<file path="src/rtl/rpn_ctrl.sv">
// RPN command controller: parses ASCII tokens from the UART receiver, drives the operand
// stack write port, evaluates + - * on the top two entries and offers results to the TX side.
module rpn_ctrl #(
  parameter int STACK_ADDR_WIDTH = 5,
  parameter int STACK_DEPTH      = 2**STACK_ADDR_WIDTH
) (
  input  logic        clk,
  input  logic        rst_n,
  input  logic [7:0]  rx_data,
  input  logic        rx_valid,
  output logic        rx_ready,
  input  logic [15:0] st_first,
  input  logic [15:0] st_second,
  output logic        st_wen,
  output logic [15:0] st_din,
  output logic [1:0]  st_pop_cnt,
  output logic [15:0] res_data,
  output logic        res_valid,
  input  logic        res_ready,
  output logic        err
);

  localparam int DATA_W  = 16;
  localparam int DEPTH_W = STACK_ADDR_WIDTH + 1;
  localparam logic [DEPTH_W-1:0] DEPTH_MAX = DEPTH_W'(STACK_DEPTH);
  localparam logic [DEPTH_W-1:0] DEPTH_ONE = DEPTH_W'(1);
  localparam logic [DEPTH_W-1:0] DEPTH_TWO = DEPTH_W'(2);

  typedef enum logic [2:0] {
    S_INIT, S_IDLE, S_NUM, S_PUSH, S_EXEC, S_EMIT, S_CLEAR
  } state_t;

  typedef enum logic [2:0] {
    C_DIGIT, C_SEP, C_OP, C_EMIT, C_CLR, C_ILL
  } cls_t;

  state_t              state;
  logic [DATA_W-1:0]   acc;
  logic [7:0]          tok;
  logic [DEPTH_W-1:0]  depth;
  logic [DEPTH_W-1:0]  flush_cnt;

  function automatic cls_t classify(input logic [7:0] b);
    cls_t c;
    if (b >= 8'h30 && b <= 8'h39) begin
      c = C_DIGIT;
    end else begin
      case (b)
        8'h20, 8'h0D:        c = C_SEP;
        8'h2B, 8'h2D, 8'h2A: c = C_OP;
        8'h3D, 8'h0A:        c = C_EMIT;
        8'h43:               c = C_CLR;
        default:             c = C_ILL;
      endcase
    end
    return c;
  endfunction

  // Decimal accumulate; wraps modulo 2^16 like the datapath.
  function automatic logic [DATA_W-1:0] mac10(input logic [DATA_W-1:0] a, input logic [3:0] d);
    return (a << 3) + (a << 1) + {12'd0, d};
  endfunction

  function automatic logic [DATA_W-1:0] alu(input logic [7:0] op,
                                            input logic [DATA_W-1:0] sec,
                                            input logic [DATA_W-1:0] fst);
    logic [DATA_W-1:0] r;
    case (op)
      8'h2B:   r = sec + fst;
      8'h2D:   r = sec - fst;
      default: r = sec * fst;
    endcase
    return r;
  endfunction

  assign rx_ready = (state == S_IDLE) || (state == S_NUM);

  always_comb begin
    st_wen     = 1'b0;
    st_din     = '0;
    st_pop_cnt = 2'd0;
    case (state)
      S_INIT:  st_pop_cnt = 2'd1;
      S_PUSH: begin
        if (depth != DEPTH_MAX) begin
          st_wen = 1'b1;
          st_din = acc;
        end
      end
      S_EXEC: begin
        if (classify(tok) == C_OP && depth >= DEPTH_TWO) begin
          st_wen     = 1'b1;
          st_pop_cnt = 2'd2;
          st_din     = alu(tok, st_second, st_first);
        end
      end
      S_CLEAR: st_pop_cnt = 2'd1;
      default: ;
    endcase
  end

  always_ff @(posedge clk) begin
    if (!rst_n) begin
      state     <= S_INIT;
      acc       <= '0;
      depth     <= '0;
      flush_cnt <= '0;
      err       <= 1'b0;
      res_valid <= 1'b0;
      res_data  <= '0;
    end else begin
      case (state)
        // The stack itself has no reset: pop it empty before trusting depth.
        S_INIT: begin
          if (flush_cnt == DEPTH_MAX - DEPTH_ONE) state <= S_IDLE;
          else                                    flush_cnt <= flush_cnt + DEPTH_ONE;
        end
        S_IDLE: begin
          if (rx_valid) begin
            case (classify(rx_data))
              C_DIGIT: begin
                acc   <= {12'd0, rx_data[3:0]};
                state <= S_NUM;
              end
              C_SEP: ;
              C_OP, C_EMIT, C_CLR: begin
                tok   <= rx_data;
                state <= S_EXEC;
              end
              default: err <= 1'b1;
            endcase
          end
        end
        S_NUM: begin
          if (rx_valid) begin
            case (classify(rx_data))
              C_DIGIT: acc <= mac10(acc, rx_data[3:0]);
              C_SEP, C_OP, C_EMIT, C_CLR: begin
                tok   <= rx_data;
                state <= S_PUSH;
              end
              default: begin
                err   <= 1'b1;
                acc   <= '0;
                state <= S_IDLE;
              end
            endcase
          end
        end
        S_PUSH: begin
          if (depth == DEPTH_MAX) begin
            err   <= 1'b1;
            state <= S_IDLE;
          end else begin
            depth <= depth + DEPTH_ONE;
            state <= (classify(tok) == C_SEP) ? S_IDLE : S_EXEC;
          end
        end
        S_EXEC: begin
          state <= S_IDLE;
          case (classify(tok))
            C_OP: begin
              if (depth < DEPTH_TWO) err <= 1'b1;
              else                   depth <= depth - DEPTH_ONE;
            end
            C_EMIT: begin
              if (depth == '0) begin
                err <= 1'b1;
              end else begin
                res_data  <= st_first;
                res_valid <= 1'b1;
                state     <= S_EMIT;
              end
            end
            C_CLR: begin
              err <= 1'b0;
              if (depth != '0) state <= S_CLEAR;
            end
            default: ;
          endcase
        end
        S_EMIT: begin
          if (res_ready) begin
            res_valid <= 1'b0;
            state     <= S_IDLE;
          end
        end
        S_CLEAR: begin
          depth <= depth - DEPTH_ONE;
          if (depth == DEPTH_ONE) state <= S_IDLE;
        end
        default: state <= S_INIT;
      endcase
    end
  end

endmodule

</file>
<file path="config.mk">
export PLATFORM = sky130hd
export DESIGN_NAME = rpn_ctrl
export DESIGN_NICKNAME = d
export VERILOG_FILES = /design/src/rtl/rpn_ctrl.sv
export SDC_FILE = /design/constraint.sdc
export NUM_CORES = 1
export LEC_CHECK = 0
export CORE_UTILIZATION = 60
export CTS_BUF_LIST = sky130_fd_sc_hd__clkbuf_4
export DETAILED_ROUTE_END_ITERATION = 8
export GPL_ROUTABILITY_DRIVEN = 1
export GPL_TIMING_DRIVEN = 0
export HOLD_SLACK_MARGIN = 0.02
export PLACE_DENSITY = 0.83
export SLEW_MARGIN = 10
export SYNTH_ARGS = -nofsm -noshare
export SYNTH_HDL_FRONTEND = slang
export SYNTH_SLANG_ARGS = --single-unit
export TNS_END_PERCENT = 5
</file>
<file path="constraint.sdc">
create_clock -name clk -period 13.8 [get_ports clk]
set_clock_uncertainty 0.15 [all_clocks]
set_input_delay 1.38 -clock clk [delete_from_list [all_inputs] [get_ports clk]]
set_output_delay 1.38 -clock clk [all_outputs]
set_load 0.02 [all_outputs]
</file>
Word level (Yosys, flattened, before mapping)
Index checks and enable logic that the tools add are counted.
Widths: inputs -> output; s select.
Word-level totals
  register bits after elaboration: 57
  bits in latches: 0
  RAM bits: 0
  memory bits (read-only): 0
  bits of input ports: 44
  output and inout port bits: 38
  word-level logic and storage cells: 180
  memories kept: 0
Operators by class
  add/sub/neg operators: 7
  multipliers: 1
  divide/modulo/power cells: 0
  $lt $le $gt $ge: 6
  eq/ne operators: 61
  shifts and indexed selects: 0
  mux-type cells: 63
  bitwise gates (word level): 2
  reductions and logical operators: 32
Operators with widths (number)
  $pmux 16 s2: 4
  $eq 8x6->1 const B: 10
  $mux 16: 5
  $mux 3: 21
  $add 16x16->16: 2
  $eq 8x4->1 const B: 4
  $mux 8: 4
  $eq 3x2->1 const B: 9
  $ne 2x2->1 const B: 13
  $pmux 3 s4: 2
  $pmux 3 s7: 1
  $eq 3x3->1 const B: 6
  $mux 6: 3
  $pmux 3 s2: 3
  $pmux 6 s3: 1
  $add 16x4->16: 1
  $eq 8x7->1 const B: 2
  $ge 8x6->1 const B: 2
  $le 8x6->1 const B: 2
  $mul 16x16->16: 1
  $pmux 8 s2: 1
  $sub 16x16->16: 1
  $add 6x1->6 const B: 2
  $eq 3x1->1 const B: 4
  37 further kinds: 68

Longest topological paths before layout
Gate-level depths: netlist (run 1).
  depth in word-level cells: 12
  depth in mapped cells: 22
  depth with buffers taken out: 20

Least setup slack after synthesis (run 1)
Ideal clock, no wire load.
  kind: input to output
  start: input port st_first[4]
  end: output port st_din[11]
  arrival time: 6.424 ns
  data required time: 12.270 ns
  slack: 5.846 ns
  stages: 19
  cell sequence: clkbuf_1 clkbuf_1 and2_1 fa_1 fa_1 ha_1 fa_1 inv_1 fa_1 fa_1 inv_1 ha_1 or2_2 a21oi_1 a21oi_1 a21oi_1 xnor2_1 mux2i_1 o21ai_0
Between the ends
  longest elaborated chain between the ends: 4
RTL lines
  start: declaration: line 12  | input logic [15:0] st_first,
  $mul 16x16->16 (tied with other cells): line 71  | default: r = sec * fst;
  $pmux 16 s2 *: line 68  | case (op)
  $mux 16 *: line 91  | if (classify(tok) == C_OP && depth >= DEPTH_TWO) begin
  $pmux 16 s2 *: line 82  | case (state)
  end: declaration: line 15  | output logic [15:0] st_din,
Every way passes the cells marked *; elsewhere a longest branch is shown, timed or not.

Worst setup path in the final report (run 1)
  start: input port st_first[3]
  end: output port st_din[15]
Same word-level chain as after synthesis.

==> impl_metrics.yaml, run 1 <==
setup_path:
  rr_worst_depth: 11
  cp-start-kind: "input pin"
  endpoint: "st_din[15]"
  critPathCaptureType: "primary output"
  crit_slowest_cell: "clkdlybuf4s50_1"
  reg2reg_to: "acc[12]"
  startpoint: "st_first[3]"
  worstPathBufferInverterCount: 6
  cp_max_fo: 10
  r2r_setup_slack_ns: 10.71
  cp_top_family: "adder cells"
  crit_required_ns: 12.27
  critPathArrivalTime_ns: 8.20
  r2r_start: "acc[2]"
  crit_chain: "clkdlybuf4s50_1, clkbuf_1, nand2_1, fa_1, fa_1, inv_1, fa_1, fa_1, fa_1, inv_1, fa_1, inv_1, ha_1, or3_1, o31ai_1, xnor2_1, a22oi_1, o21ai_1, clkdlybuf4s50_1"
  worstSetupPathType: "in -> out"
  worst_path_largest_cell_delay_ns: 0.76
  cp.depth: 19
  cpMostUsedCell: "fa_1"
clocking:
  cts_sinks: 57
  cts.hold.buffers_added: 0
  clk_latency_ns: 0.43
  numCtsBuffers: 9
  root_buffer: "clkbuf_4"
  cts_tree: "done"
  cts_buffer_depth: 2
  clk_pin_slew_ns: 0.11
  cts_resized: 0
  h-tree-depth: 3
  post-cts-setup-buffers: 0
timing:
  hold_viol_final: 0
  worstMarginPinSlew_ns: 0.6058
  worst_hold_slack_ns: 0.3171
  setup_ws_ns: 4.070
  fin_crit_ns: 9.730
  timing.fmax_mhz: 102.8
  relSlewSlack_pct: 58.98
  setup_viol: 0
  rsz0062_at_grt: "false"
  slew_violations: 0
  fin_setup_tns_ns: 0
  finalCritPeriodShare_pct: 70.51
yosys:
  synth.distinct_cells: 64
  ys_ff_latch: 57
  synth_edf_count: 8
  syn_nets: 1304
  synth_area_leaders: "fa_1 (19%), ha_1 (14%), dfxtp_1 (11%), nand2_1 (5.6%), and2_1 (5.4%)"
  synth_top_cell_area_share_pct: 18.67
  synth_ff_type: "dfxtp_1"
  postSynthCellCount: 1080
  postSynthAreaPerCell_um2: 8.242
  synth_area_leader_cell: "fa_1"
  yosysMostFrequentCell: "nand2_1"
  netlist_area_um2: 8901
  synthTopCellsByCount: "nand2_1 (133), inv_1 (125), ha_1 (97)"
  ys_seq_area_share_pct: 13.72
  yosysWarningCount: 0
  async_flop_share_pct: 0
detailed_routing:
  routed-via-count: 7958
  routedWlPerCell_um: 17.40
  avgViaCountPerCell: 5.864
  finalWirelength_um: 23620
  ant_nets: 0
  drt_drc_violations_left: 0
  drt_iter0_drc: 484
  first_pass_iters: 5
global_routing:
  grtUsageTotal_pct: 32.05
  overflow: 0
  grt_pass1_wl_um: 37710
  grt_max_degree: 13
  antenna_found_initial: 1
  grt_pass1_vias: 7832
final_layout:
  drive_gt1_share_pct: 2.733
  num-nets-final: 1390
  fill_cells: 1193
  area_growth_pct: 12.99
  fin_cells: 1357
die:
  fp.dieW_um: 123.8
  start_util_pct: 61.48
  die_area_um2: 15330
  core-area_um2: 14480
  ios: 82
  rows: 44
  die_y_um: 123.8
hold_path:
  hp-class: "reg -> reg"
placement:
  io_buffers: 75
  dp_cells: 1339
  dp_slack_ns: 4.183
  gp_congestion: 0.9137
  dp_hpwl_um: 18660
power_and_ir_drop:
  p_total_mw: 1.513
  p_leak_nw: 4.617
  power_density_nw_per_um2: 150.5
  max-vdd-ir-drop_v: 0.0001460
run_status:
  status: "complete, no violations"
run:
  max-cap-violations: 0
[cells in the final DEF (no fill, tap or decap), types with 5 or more instances in the layout]
cell	count
o31ai_1	12
xor2_1	25
o21ai_1	17
o21ai_0	29
inv_1	125
edfxtp_1	8
mux2i_1	21
nor3_1	23
a211oi_1	5
nor2b_1	36
nor2_1	29
a21boi_1	9
o21a_1	9
nand3b_1	6
nand3_1	30
xnor2_1	55
or3_1	24
nand4_1	9
nand2b_1	15
clkdlybuf4s50_1	75
buf_2	7
fa_1	83
clkbuf_1	37
a21oi_1	34
a31oi_1	5
clkbuf_4	9
and2_1	77
o211ai_1	7
ha_1	97
nand2_1	133
dfxtp_1	49
a21o_1	9
[per-stage QoR]
stage	utilization, %	cell area [um2]
3_3_place_gp	68.25	9882
6_report	69.46	10060
4_1_cts	69.43	10050
5_1_grt	69.44	10050
3_5_place_dp	68.25	9882
2_1_floorplan	-	8901
[routing by layer]
metal	track usage [%]	wire length, um	vias to the layer above
li1	-	-	3763
met1	38.93	9444	3818
met2	55.73	11760	301
met3	3.663	1484	76
met4	16.49	924	0
met5	0	0	-
[cell type report]
class | instances | area (um2) | area share (%)
Timing Repair Buffer | 75 | 750.7 | 7.465
Inverter | 125 | 469.2 | 4.665
Antenna cell | 2 | 5.005 | 0.04976
Buffer | 44 | 173.9 | 1.729
Tap cell | 184 | 230.2 | 2.289
Clock inverter | 7 | 102.6 | 1.020
Multi-Input combinational cell | 854 | 7037 | 69.97
Sequential cell | 57 | 1221 | 12.14
Clock buffer | 9 | 67.56 | 0.6718
[registers in the layout (all words and copies together), names as in the netlist]
name / flops
depth: 6
err: 1
acc: 16
state: 3
res_data: 16
tok: 8
flush_cnt: 6
res_valid: 1
[worst min path at each step]
| stage | start | endpoint | slack, ns | cells after the start |
|---|---|---|---|---|
| after floorplan | flush_cnt[5] | flush_cnt[5] | 0.31 | 2 |
| after global placement | res_valid | res_valid | 0.30 | 2 |
| after detailed placement | res_valid | res_valid | 0.30 | 2 |
| after CTS | res_valid | res_valid | 0.32 | 2 |
| after global routing | res_valid | res_valid | 0.36 | 2 |
| final | res_valid | res_valid | 0.32 | 2 |
[where the power goes]
group | total [mW] | switching (mW) | internal (mW)
logic | 1.17 | 0.666 | 0.505
clock network | 0.148 | 0.0731 | 0.0751
registers | 0.194 | 0.0131 | 0.181
[worst register-to-register path: cells and delay by family (launching register included)]
kind	cells	cell delay, ns
AOI/OAI and AO/OA	6	1.21
buffers and inverters	1	0.07
adders and majority gates	2	0.98
and+or+nand+nor	2	0.18
DFF	1	0.40
[cells by family after synthesis]
kind of cell,synth area share (%)
and+or+nand+nor,23.85
AOI/OAI and AO/OA,12.41
xor gates and xnor gates,8.125
buffers and inverters,7.225
DFF,13.72
adders and majority gates,32.30
muxes,2.362
No activity file was read; power rests on OpenSTA's default activity.
==> run 2: changes to the inputs <==
==> constraint.sdc (replaced) <==
create_clock -name clk -period 9.1 [get_ports clk]
set_clock_uncertainty 0.15 [all_clocks]
set_input_delay 0.91 -clock clk [delete_from_list [all_inputs] [get_ports clk]]
set_output_delay 0.91 -clock clk [all_outputs]
set_load 0.02 [all_outputs]
==> results of run 2 <==
Same layout as run 1 (identical final DEF). Status: complete, no violations.
Main changes from that run: setup slack after placement 4.183 ns -> 0.4231 ns; setup slack after layout 4.070 ns -> 0.3099 ns; register-to-register setup slack 10.71 ns -> 6.01 ns; total power 1.513 mW -> 2.295 mW; worst IR drop on VDD 0.0001460 V -> 0.0002214 V
==> run 3: changes to the inputs <==
--- a/config.mk
+++ b/config.mk
@@ -5,6 +5,7 @@
 export SDC_FILE = /design/constraint.sdc
 export NUM_CORES = 1
 export LEC_CHECK = 0
+export CORE_MARGIN = 8
 export CORE_UTILIZATION = 60
 export CTS_BUF_LIST = sky130_fd_sc_hd__clkbuf_4
 export DETAILED_ROUTE_END_ITERATION = 8
==> run 3 against run 2 <==
Cell count barely moved. Global-route usage fell by 5.6 points. Sequential share of layout area hardly changed. Die area grew 24%. First-iteration DRC count increased by 19%. Total power fell by 2.0%. Worst setup slack lost 0.012 ns. Design area down 0.38%. Clock power down 16%. Critical path depth increased by 1. Non-clock buffer count stayed put. Critical endpoint unchanged.
==> impl_metrics.yaml, run 3 (synthesis results as in run 1) <==
clocking:
  numCtsBuffers: 9
  clk_latency_ns: 0.43
  cts_sinks: 57
  cts_resized: 0
  h-tree-depth: 3
  cts.hold.buffers_added: 0
  clk_pin_slew_ns: 0.10
  root_buffer: "clkbuf_4"
  post-cts-setup-buffers: 0
  cts_buffer_depth: 2
  cts_tree: "done"
timing:
  rsz0062_at_grt: "false"
  timing.fmax_mhz: 113.6
  slew_violations: 0
  setup_viol: 0
  worstMarginPinSlew_ns: 0.6084
  finalCritPeriodShare_pct: 96.73
  fin_setup_tns_ns: 0
  worst_hold_slack_ns: 0.3115
  hold_viol_final: 0
  fin_crit_ns: 8.803
  relSlewSlack_pct: 58.80
  setup_ws_ns: 0.2975
run_status:
  status: "complete, no violations"
final_layout:
  fin_cells: 1356
  post-route-cell-area_um2: 10020
  top_regs: "acc (16), res_data (16), tok (8)"
  drive_gt1_share_pct: 2.733
  fill_cells: 1216
  final_util_pct: 68.93
  final_common_cell: "nand2_1"
  final_cell_mix: "nand2_1 (133), inv_1 (125), ha_1 (97), fa_1 (83), and2_1 (77)"
  area_growth_pct: 12.55
  num-nets-final: 1390
global_routing:
  antenna_found_initial: 1
  grtUsageTotal_pct: 26.49
  grt_pass1_wl_um: 39650
  overflow: 0
  grt_pass1_vias: 8011
  grt_max_degree: 11
setup_path:
  crit_required_ns: 8.04
  crit_chain: "clkdlybuf4s50_1, clkbuf_1, and2_1, fa_1, fa_1, ha_1, fa_1, inv_1, fa_1, fa_1, inv_1, ha_1, or2_2, a21oi_1, a211oi_1, o31ai_1, xnor2_1, a22oi_1, o21ai_1, clkdlybuf4s50_1"
  worst_path_largest_cell_delay_ns: 0.74
  cp_max_fo: 10
  critPathCaptureType: "primary output"
  cpMostUsedCell: "fa_1"
  crit_slowest_cell: "clkdlybuf4s50_1"
  worstSetupPathType: "in -> out"
  cp-start-kind: "input pin"
  critPathArrivalTime_ns: 7.74
die:
  die_area_um2: 18990
  fp.dieW_um: 137.8
  rows: 44
  start_util_pct: 61.24
  ios: 82
  die_y_um: 137.8
  core-area_um2: 14530
power_and_ir_drop:
  p_total_mw: 2.250
  max-vdd-ir-drop_v: 0.0002255
  p_leak_nw: 4.602
  power_density_nw_per_um2: 224.6
detailed_routing:
  avgViaCountPerCell: 5.888
  first_pass_iters: 5
  routedWlPerCell_um: 18.03
  drt_iter0_drc: 576
  routed-via-count: 7984
  drt_drc_violations_left: 0
  ant_nets: 0
  finalWirelength_um: 24440
placement:
  dp_hpwl_um: 19580
  dpl-instance-area_um2: 9882
  dp_slack_ns: 0.4579
  io_buffers: 75
  dp_cells: 1339
  gp_congestion: 0.9239
hold_path:
  hp-class: "reg -> reg"
run:
  max-cap-violations: 0
-- run 3: changes by cell type in the layout (fill, tap and decap cells not counted), sizes merged --
cell	delta
clkbuf	+1
diode	-1
bufinv	-1
clkinvlp	+1
inv	-1
-- run 3: routing by layer --
| metal | GRT usage, % | part of all wire, % | vias to the layer above |
|---|---|---|---|
| met5 | 0 | 0 | - |
| met4 | 12.24 | 3.7 | 0 |
| met3 | 4.449 | 6.4 | 69 |
| met2 | 45.18 | 49 | 311 |
| met1 | 31.98 | 41 | 3825 |
| li1 | - | - | 3779 |
-- run 3: critical path: cells and delay by family --
kind	cells	cell delay (ns)
buffers and inverters	5	2.02
adder cells (fa/ha/maj)	7	3.07
AO/OA/AOI/OAI	5	0.96
XOR/XNOR	1	0.20
AND/OR/NAND/NOR	2	0.56
-- run 3: path summary, 6_finish.rpt --
path	startpoint	endpoint	slack, ns	depth (start not counted)
setup / recovery	st_second[1]	st_din[15]	0.30	20
hold / removal	res_valid	res_valid	0.31	2
setup reg to reg	acc[2]	acc[13]	6.09	10
hold reg to reg	res_valid	res_valid	0.31	2
-- run 3: power breakdown --
group | switching (mW) | leakage (nW) | total, mW | internal, mW
Clock | 0.104 | 0.0725 | 0.189 | 0.0850
Combinational | 0.999 | 4.06 | 1.77 | 0.768
Sequential | 0.0199 | 0.468 | 0.294 | 0.275
-- run 3: area by class of cell --
| type | instances | area, um2 | area share (%) |
|---|---|---|---|
| timing repair buffer | 75 | 750.7 | 7.493 |
| inverter | 125 | 469.2 | 4.683 |
| multi-input combinational | 854 | 7037 | 70.24 |
| clock buffer | 10 | 75.07 | 0.7493 |
| tap | 184 | 230.2 | 2.298 |
| buffer | 44 | 173.9 | 1.736 |
| antenna | 1 | 2.502 | 0.02498 |
| sequential | 57 | 1221 | 12.19 |
| clock inverter | 6 | 58.81 | 0.5870 |
